==> src/rtl/mem_ntv_arbiter_pkg.sv <==
// mem_ntv_arbiter_pkg: shared owner/state enums and counter widths for the native memory arbiter
package mem_ntv_arbiter_pkg;
    typedef enum logic {OWN_FETCH, OWN_DATA} owner_t;
    typedef enum logic {IDLE, RD_WAIT} state_t;
    localparam int LAT_W = 3;
    localparam int STARVE_W = 4;
endpackage

==> src/rtl/mem_ntv_arbiter_if.sv <==
// mem_ntv_arbiter_if: native memory bus between the arbiter (core) and the memory (mem)
interface mem_ntv_arbiter_if;
    logic [31:0] mem_addr;
    logic [31:0] mem_wdata;
    logic [31:0] mem_rdata;
    logic        mem_w_en;
    logic        mem_r_en;
    logic [3:0]  mem_byteenable;
    modport core(output mem_addr, mem_wdata, mem_w_en, mem_r_en, mem_byteenable, input mem_rdata);
    modport mem(input mem_addr, mem_wdata, mem_w_en, mem_r_en, mem_byteenable, output mem_rdata);
endinterface

==> src/rtl/mem_ntv_latency_ctr.sv <==
// mem_ntv_latency_ctr: read latency down-counter, done flags the cycle read data is valid
module mem_ntv_latency_ctr
    import mem_ntv_arbiter_pkg::*;
#(
    parameter int RD_LATENCY = 1
) (
    input  logic clk,
    input  logic rst_n,
    input  logic load,
    output logic done
);
    logic [LAT_W-1:0] lat_cnt;
    always_ff @(posedge clk or negedge rst_n)
        if (!rst_n) lat_cnt <= '0;
        else if (load) lat_cnt <= LAT_W'(RD_LATENCY);
        else if (lat_cnt != '0) lat_cnt <= lat_cnt - 1'b1;
    assign done = lat_cnt == LAT_W'(1);
endmodule

==> src/rtl/mem_ntv_arbiter.sv <==
// mem_ntv_arbiter: fetch/data arbiter onto a native memory port with fetch anti-starvation
module mem_ntv_arbiter
    import mem_ntv_arbiter_pkg::*;
#(
    parameter int RD_LATENCY = 1,
    parameter int MAX_WAIT = 4
) (
    input  logic        clk,
    input  logic        rst_n,
    input  logic        i_req,
    input  logic [31:0] i_addr,
    output logic        i_gnt,
    output logic        i_rvalid,
    output logic [31:0] i_rdata,
    input  logic        d_req,
    input  logic        d_we,
    input  logic [31:0] d_addr,
    input  logic [31:0] d_wdata,
    input  logic [3:0]  d_be,
    output logic        d_gnt,
    output logic        d_rvalid,
    output logic [31:0] d_rdata,
    mem_ntv_arbiter_if.core mem
);
    state_t state;
    owner_t owner;
    logic [STARVE_W-1:0] starve_cnt;
    logic done, rvalid, cap, fetch_win, rd_gnt;
    mem_ntv_latency_ctr #(.RD_LATENCY(RD_LATENCY)) u_lat (
        .clk(clk),
        .rst_n(rst_n),
        .load(rd_gnt),
        .done(done)
    );
    // grants are also gated by rst_n so every output is 0 while reset is held
    assign rvalid = state == RD_WAIT && done;
    assign cap = rst_n && (state == IDLE || rvalid);
    assign fetch_win = i_req && (!d_req || starve_cnt == STARVE_W'(MAX_WAIT));
    assign i_gnt = cap && fetch_win;
    assign d_gnt = cap && d_req && !fetch_win;
    assign rd_gnt = i_gnt || (d_gnt && !d_we);
    assign i_rvalid = rvalid && owner == OWN_FETCH;
    assign d_rvalid = rvalid && owner == OWN_DATA;
    assign i_rdata = i_rvalid ? mem.mem_rdata : '0;
    assign d_rdata = d_rvalid ? mem.mem_rdata : '0;
    assign mem.mem_addr = i_gnt ? i_addr : d_gnt ? d_addr : '0;
    assign mem.mem_wdata = d_gnt ? d_wdata : '0;
    assign mem.mem_w_en = d_gnt && d_we;
    assign mem.mem_r_en = rd_gnt;
    assign mem.mem_byteenable = i_gnt ? 4'hF : d_gnt ? d_be : 4'h0;
    always_ff @(posedge clk or negedge rst_n)
        if (!rst_n) begin
            state <= IDLE;
            owner <= OWN_FETCH;
            starve_cnt <= '0;
        end else begin
            if (rd_gnt) begin
                state <= RD_WAIT;
                owner <= i_gnt ? OWN_FETCH : OWN_DATA;
            end else if (rvalid) state <= IDLE;
            starve_cnt <= i_gnt ? '0
                        : (cap && i_req && starve_cnt != STARVE_W'(MAX_WAIT)) ? starve_cnt + 1'b1
                        : starve_cnt;
        end
endmodule

==> src/flat_wrapper.sv <==
// flat-port wrapper written by rule: the top's interface ports become plain ports
module mem_ntv_arbiter_flat import mem_ntv_arbiter_pkg::*;
#(
    parameter int RD_LATENCY = 1,
    parameter int MAX_WAIT = 4
)
  (clk, rst_n, i_req, i_addr, i_gnt, i_rvalid, i_rdata, d_req, d_we, d_addr, d_wdata, d_be, d_gnt, d_rvalid, d_rdata, mem_mem_addr, mem_mem_wdata, mem_mem_w_en, mem_mem_r_en, mem_mem_byteenable, mem_mem_rdata);
  mem_ntv_arbiter_if mem_i ();
  input  logic clk;
  input  logic rst_n;
  input  logic i_req;
  input  logic [31:0] i_addr;
  output logic i_gnt;
  output logic i_rvalid;
  output logic [31:0] i_rdata;
  input  logic d_req;
  input  logic d_we;
  input  logic [31:0] d_addr;
  input  logic [31:0] d_wdata;
  input  logic [3:0] d_be;
  output logic d_gnt;
  output logic d_rvalid;
  output logic [31:0] d_rdata;
  output wire logic [$bits(mem_i.mem_addr)-1:0] mem_mem_addr;
  output wire logic [$bits(mem_i.mem_wdata)-1:0] mem_mem_wdata;
  output wire logic [$bits(mem_i.mem_w_en)-1:0] mem_mem_w_en;
  output wire logic [$bits(mem_i.mem_r_en)-1:0] mem_mem_r_en;
  output wire logic [$bits(mem_i.mem_byteenable)-1:0] mem_mem_byteenable;
  input wire logic [$bits(mem_i.mem_rdata)-1:0] mem_mem_rdata;
  assign mem_mem_addr = mem_i.mem_addr;
  assign mem_mem_wdata = mem_i.mem_wdata;
  assign mem_mem_w_en = mem_i.mem_w_en;
  assign mem_mem_r_en = mem_i.mem_r_en;
  assign mem_mem_byteenable = mem_i.mem_byteenable;
  assign mem_i.mem_rdata = mem_mem_rdata;
  mem_ntv_arbiter #(.RD_LATENCY(RD_LATENCY), .MAX_WAIT(MAX_WAIT)) u_core (.clk(clk), .rst_n(rst_n), .i_req(i_req), .i_addr(i_addr), .i_gnt(i_gnt), .i_rvalid(i_rvalid), .i_rdata(i_rdata), .d_req(d_req), .d_we(d_we), .d_addr(d_addr), .d_wdata(d_wdata), .d_be(d_be), .d_gnt(d_gnt), .d_rvalid(d_rvalid), .d_rdata(d_rdata), .mem(mem_i));
endmodule
==> config.mk <==
export PLATFORM = sky130hd
export DESIGN_NAME = mem_ntv_arbiter_flat
export DESIGN_NICKNAME = d
export VERILOG_FILES = /design/src/rtl/mem_ntv_arbiter_pkg.sv /design/src/rtl/mem_ntv_arbiter_if.sv /design/src/rtl/mem_ntv_latency_ctr.sv /design/src/rtl/mem_ntv_arbiter.sv /design/src/flat_wrapper.sv
export SDC_FILE = /design/constraint.sdc
export NUM_CORES = 1
export LEC_CHECK = 0
export BUFFER_PORTS_ARGS = -buffer_cell sky130_fd_sc_hd__buf_4
export CORE_AREA = 2 2 107 109
export DETAILED_ROUTE_END_ITERATION = 12
export DIE_AREA = 0 0 109 111
export HOLD_SLACK_MARGIN = 0.12
export PLACE_DENSITY = 0.55
export SYNTH_ARGS = -nofsm -noshare
export SYNTH_HDL_FRONTEND = slang
export SYNTH_HIERARCHICAL = 1
export SYNTH_SLANG_ARGS = --single-unit
==> constraint.sdc <==
create_clock -name clk -period 2.13 [get_ports clk]
set_clock_uncertainty 0.2 [all_clocks]
set_input_delay 0.1065 -clock clk [delete_from_list [all_inputs] [get_ports clk]]
set_output_delay 0.1065 -clock clk [all_outputs]
set_load 0.01 [all_outputs]
# == Word-level counts from Yosys, hierarchy flattened ==
# Index checks and enable logic that the tools add are counted.
# classes
n_addsub,2
mul,0
div_mod_pow,0
n_lt_le_gt_ge,0
n_eq_ne,3
n_shift,0
n_mux,14
bitwise,2
n_reduce_logical,22
# ops
operator,n
two-way mux 32 bit,5
two-way mux 4 bit,4
logical AND 1 bit,12
two-way mux 3 bit,2
nonzero test 2 bit,3
"adder 4 x 1 -> 4 bit, second input constant",1
"== test 4 x 3 -> 1 bit, second input constant",1
"!= test 4 x 3 -> 1 bit, second input constant",1
"== test 3 x 1 -> 1 bit, second input constant",1
logical NOT 1 bit,3
logical OR 1 bit,3
two-way mux 1 bit,3
nonzero test 3 bit,1
"subtractor 3 x 1 -> 3 bit, second input constant",1
NOT 1 bit,2
# word_totals
register_bits,9
latchBits,0
ramBits,0
rom_bits,0
out_inout_bits,138
word_cells,47
n_memories,0

# == Logic depth before layout (Yosys ltp) ==
# depth
depth_word,9
depth_mapped,10

# == Hierarchy ==
# The synthesis kept the hierarchy.
# modules_own_cells
mod,n_inst,cells_each,area_each_um2
mem_ntv_arbiter,1,282,1771.7
mem_ntv_latency_ctr,1,18,197.7

# == Least setup slack after synthesis ==
# Ideal clock, no wire load.
# synth_timing
path_kind,flip-flop to flip-flop
startpoint,reg u_core.u_lat.lat_cnt[1]
endpoint,reg u_core.u_lat.lat_cnt[1]
setup_time_ns,0.145
arrival_ns,1.870
slack_ns,-0.085
stages_incl_launch_ff,11
path_buffers,2
period_less_slack_ns,2.215
path_cell_list,dfrtp_1 inv_1 ha_1 and2b_1 nand2b_1 buf_2 buf_4 nand2_1 a21oi_1 nand4bb_1 o31ai_1
# synth_via
elab_chain_cells,9
# synth_rtl
item,line,text
from (decl),mem_ntv_latency_ctr.sv:12,logic [LAT_W-1:0] lat_cnt;
from (signal assigned),mem_ntv_latency_ctr.sv:15,else if (load) lat_cnt <= LAT_W'(RD_LATENCY);
from (signal assigned),mem_ntv_latency_ctr.sv:16,else if (lat_cnt != '0) lat_cnt <= lat_cnt - 1'b1;
== test 3 x 1 -> 1 bit (*),mem_ntv_latency_ctr.sv:17,assign done = lat_cnt == LAT_W'(1);
via u_core.done,mem_ntv_arbiter.sv:28,"logic done, rvalid, cap, fetch_win, rd_gnt;"
logical AND 1 bit (*),mem_ntv_arbiter.sv:36,assign rvalid = state == RD_WAIT && done;
logical OR 1 bit (*),mem_ntv_arbiter.sv:37,assign cap = rst_n && (state == IDLE || rvalid);
logical AND 1 bit (*),mem_ntv_arbiter.sv:37,
logical AND 1 bit (2 in series),mem_ntv_arbiter.sv:40,assign d_gnt = cap && d_req && !fetch_win;
logical AND 1 bit,mem_ntv_arbiter.sv:41,assign rd_gnt = i_gnt || (d_gnt && !d_we);
logical OR 1 bit (*),mem_ntv_arbiter.sv:41,
via mem_mem_r_en,flat_wrapper.sv:27,output wire logic [$bits(mem_i.mem_r_en)-1:0] mem_mem_r_en;
two-way mux 3 bit / nonzero test 2 bit (equally long branches),-,
# Mark *: on every way through the listed nets, which the timed path passes. The rest lies on a longest branch. The select of a mux whose other input is x is not followed.
# A chain may end at the register's enable or synchronous reset.

# == Worst setup path after layout ==
# layout_timing
startpoint,reg u_core.u_lat.lat_cnt[1]
endpoint,out mem_mem_addr[15]
# layout_via
elab_chain_cells,8
# layout_rtl
item,line,text
== test 3 x 1 -> 1 bit (*),mem_ntv_latency_ctr.sv:17,
via u_core.done,mem_ntv_arbiter.sv:28,
logical AND 1 bit (*),mem_ntv_arbiter.sv:36,
logical OR 1 bit (*),mem_ntv_arbiter.sv:37,
logical AND 1 bit (*),mem_ntv_arbiter.sv:37,
logical AND 1 bit (2 in series),mem_ntv_arbiter.sv:40,
two-way mux 32 bit,mem_ntv_arbiter.sv:46,assign mem.mem_addr = i_gnt ? i_addr : d_gnt ? d_addr : '0;
two-way mux 32 bit (*),mem_ntv_arbiter.sv:46,
to (decl),flat_wrapper.sv:24,output wire logic [$bits(mem_i.mem_addr)-1:0] mem_mem_addr;
# Mark *: on every way through the listed nets, which the timed path passes. The rest lies on a longest branch.

==> results by group <==
Run status
  • Run status: complete, but fails checks
  • Failing checks: negative setup slack

Drt
  • WL/cell: 15.8 µm
  • DR vias: 3347
  • Initial detailed-routing violation count: 170
  • Via-per-instance ratio: 4.58
  • Drt total wl: 11.6 mm
  • Antenna-violating nets left: 0
  • TritonRoute pass-1 iters: 4
  • Residual DRC: 0

Place
  • Buffers on Ports: 274
  • DP HPWL: 7.91 mm
  • Routability cong.: 0.843
  • Placed Area: 0.00422 mm²

Synthesis
  • Post-synthesis sequential element count: 9
  • Synth unique cells: 38
  • Synth warn: 6
  • Post-Synthesis Net Count: 442
  • Post-Syn Instances: 300
  • Ys flop type: dfrtp_1
  • Async SR Flop Fraction: 1.00
  • Sequential-to-total area share from yosys stat: 0.114
  • Syn_area_per_cell: 6.56 µm²
  • Mapped cell area: 0.00197 mm²
  • Post-synth EDFFs: 0

Critical path
  • Worst path cell trace: inv_2, ha_4, and2b_2, nand2b_4, buf_12, clkbuf_16, nand3_1, o22ai_1, buf_4
  • Critical Path Source Type: register
  • Critical register-to-register path endpoint: u_core/u_lat/lat_cnt[0]
  • Worst reg2reg path depth: 11
  • R2r setup slk: 130 ps
  • Delay-heaviest family, CP: buffers and inverters
  • Setup CP Type: reg2out
  • Arrival @ worst endpoint: 1860 ps
  • Slowest Stage Delay on Critical Path: 380 ps
  • Worst Path Required: 1820 ps
  • Buf/Inv on CP: 4
  • Reg-to-Reg Start: u_core/u_lat/lat_cnt[1]
  • CP Capture Type: output port
  • Max FO, Critical Path: 8
  • Critical path's slowest cell: dfrtp_1

Global routing
  • Pin count of the biggest net entering global routing: 44
  • GR Util All Layers: 0.151
  • Vias in the first global route: 3020
  • Grt ovf: 0
  • First-pass GRT wire length: 14.8 mm
  • Initial antenna violation count: 0

Clock network
  • CTS Buffer Depth: 2
  • Total CTS buffers: 3
  • CTS Sinks: 9
  • Clock root cell: clkbuf_16
  • Worst-Skew Late Latency: 230 ps
  • Clk pin slew, worst setup/hold paths: 40 ps
  • CTS tree: done
  • H-tree depth: 1

Worst hold path
  • Worst hold path class: in2async

Timing
  • Hold slack final: 263 ps
  • Final setup vio count: 17
  • Hold Fails Final Rpt: 0
  • Unrepaired setup endpoints after global routing: true
  • Final WS setup: -40.8 ps
  • Final Critical Period: 2170 ps
  • Max-slew violation count: 0
  • Headroom to the max-slew limit: 0.799
  • Slew @ Worst Pin: 301 ps
  • Period utilization: 1.02
  • Max Freq: 461 MHz

Run
  • Max_cap viols: 0

Final layout
  • Layout cells sized above 1: 0.643
  • Multi-input logic area: 0.00182 mm²
  • Register Area: 225 µm²
  • Antenna diode count: 0
  • Most frequent cells in the layout: buf_4 (287), and2_1 (86), nand3_1 (56)
  • # fillers: 1099
  • Fin area: 0.00500 mm²
  • Leading cell type in the layout, fill and taps excluded: buf_4
  • Area Growth Syn to Fin: 154%
  • Final nets: 731
  • Final core utilization: 0.451

Floorplanning
  • I/O pins: 275
  • Die W: 109 µm
  • Die Ht: 111 µm
  • CORE AREA: 0.0111 mm²
  • Initial core utilization: 0.178
  • Die area: 0.0121 mm²
  • Rows: 39

Power and ir drop
  • Worst vdd ir: 0.000632 V
  • Leakage: 2.52 nW
  • Power Density: 894 mW/mm²
## layout make-up
cell class | instances | share of cell area
clock buffer | 4 | 0.0158
timing repair buffer | 317 | 0.535
sequential | 9 | 0.0450
tap | 143 | 0.0358
inverter | 6 | 0.00450
multi-input combinational | 252 | 0.364
## worst min-delay path: cells and delay by family
| kind | cells | cell delay, ps |
|---|---|---|
| buffers and inverters | 3 | 940 |
## per-layer routing
layer	GRT usage	part of all wire	wire length, µm
met5	0	0	0
met4	0.0453	0.015	176
met3	0.0347	0.10	1190
met2	0.284	0.53	6160
met1	0.162	0.35	4050
## state kept, by name, summed over array words and instances (netlist names)
name,count
u_core/u_lat/lat_cnt,3
u_core/starve_cnt,4
u_core/state,1
u_core/owner,1
## Yosys cell counts (all sizes together) (2+ instances only)
master   n  area share
and2    99        0.32
nand3   67        0.17
o22ai   32        0.10
buf     17       0.053
clkbuf  16       0.030
nand2   10       0.019
dfrtp    9        0.11
a21oi    7       0.020
inv      6       0.011
ha       5       0.032
nand2b   4       0.013
nor2     4      0.0076
nor2b    4       0.014
o21ai    2      0.0051
## where the power goes
part / switching, W / total, W / internal, W
combinational: 0.00176 / 0.00381 / 0.00205
sequential: 0.0000773 / 0.000326 / 0.000249
clock: 0.0000825 / 0.000333 / 0.000250
total: 0.00192 / 0.00447 / 0.00255
## how the worst max path moves through the flow
stage                     cells past startpoint                 endpoint               startpoint  slack (ps)
after CTS                                     9         mem_mem_addr[22]  u_core/u_lat/lat_cnt[1]         -30
after global placement                        8         mem_mem_addr[17]  u_core/u_lat/lat_cnt[1]          80
after detailed placement                      8         mem_mem_addr[17]  u_core/u_lat/lat_cnt[1]          50
final                                         9         mem_mem_addr[15]  u_core/u_lat/lat_cnt[1]         -40
after floorplan                              10  u_core/u_lat/lat_cnt[1]  u_core/u_lat/lat_cnt[1]          90
after global routing                          9         mem_mem_addr[15]  u_core/u_lat/lat_cnt[1]        -160
## cell families (layout without fill, tap and decap cells)
group / after synthesis / after routing / synth area share
flops: 9 / 9 / 0.114
fa+ha+maj: 5 / 5 / 0.0318
simple gates: 198 / 198 / 0.598
compound gates: 48 / 48 / 0.156
buf+inv: 39 / 327 / 0.0953
mux: 1 / 1 / 0.00508
## through the flow
stage | setup TNS, ps | power (W) | worst slack, ps | std cells
floorplan | 0 | 0.00177 | 85.1 | 300
global placement | 0 | 0.00295 | 77.9 | 695
detailed placement | 0 | 0.00297 | 49.7 | 695
CTS | -405 | 0.00371 | -27.2 | 713
global route | -5310 | 0.00477 | -156 | 731
finish | -282 | 0.00447 | -40.8 | 731
## what timing repair did
action	in CTS	in global routing
hold buffers	5	0
endpoints found under the setup margin	65	72
resized for setup	9	57
setup buffers	7	12
pin swaps	6	15
endpoints found under the hold margin	13	0
cloned	2	8
(Power assumes the default switching activity.)
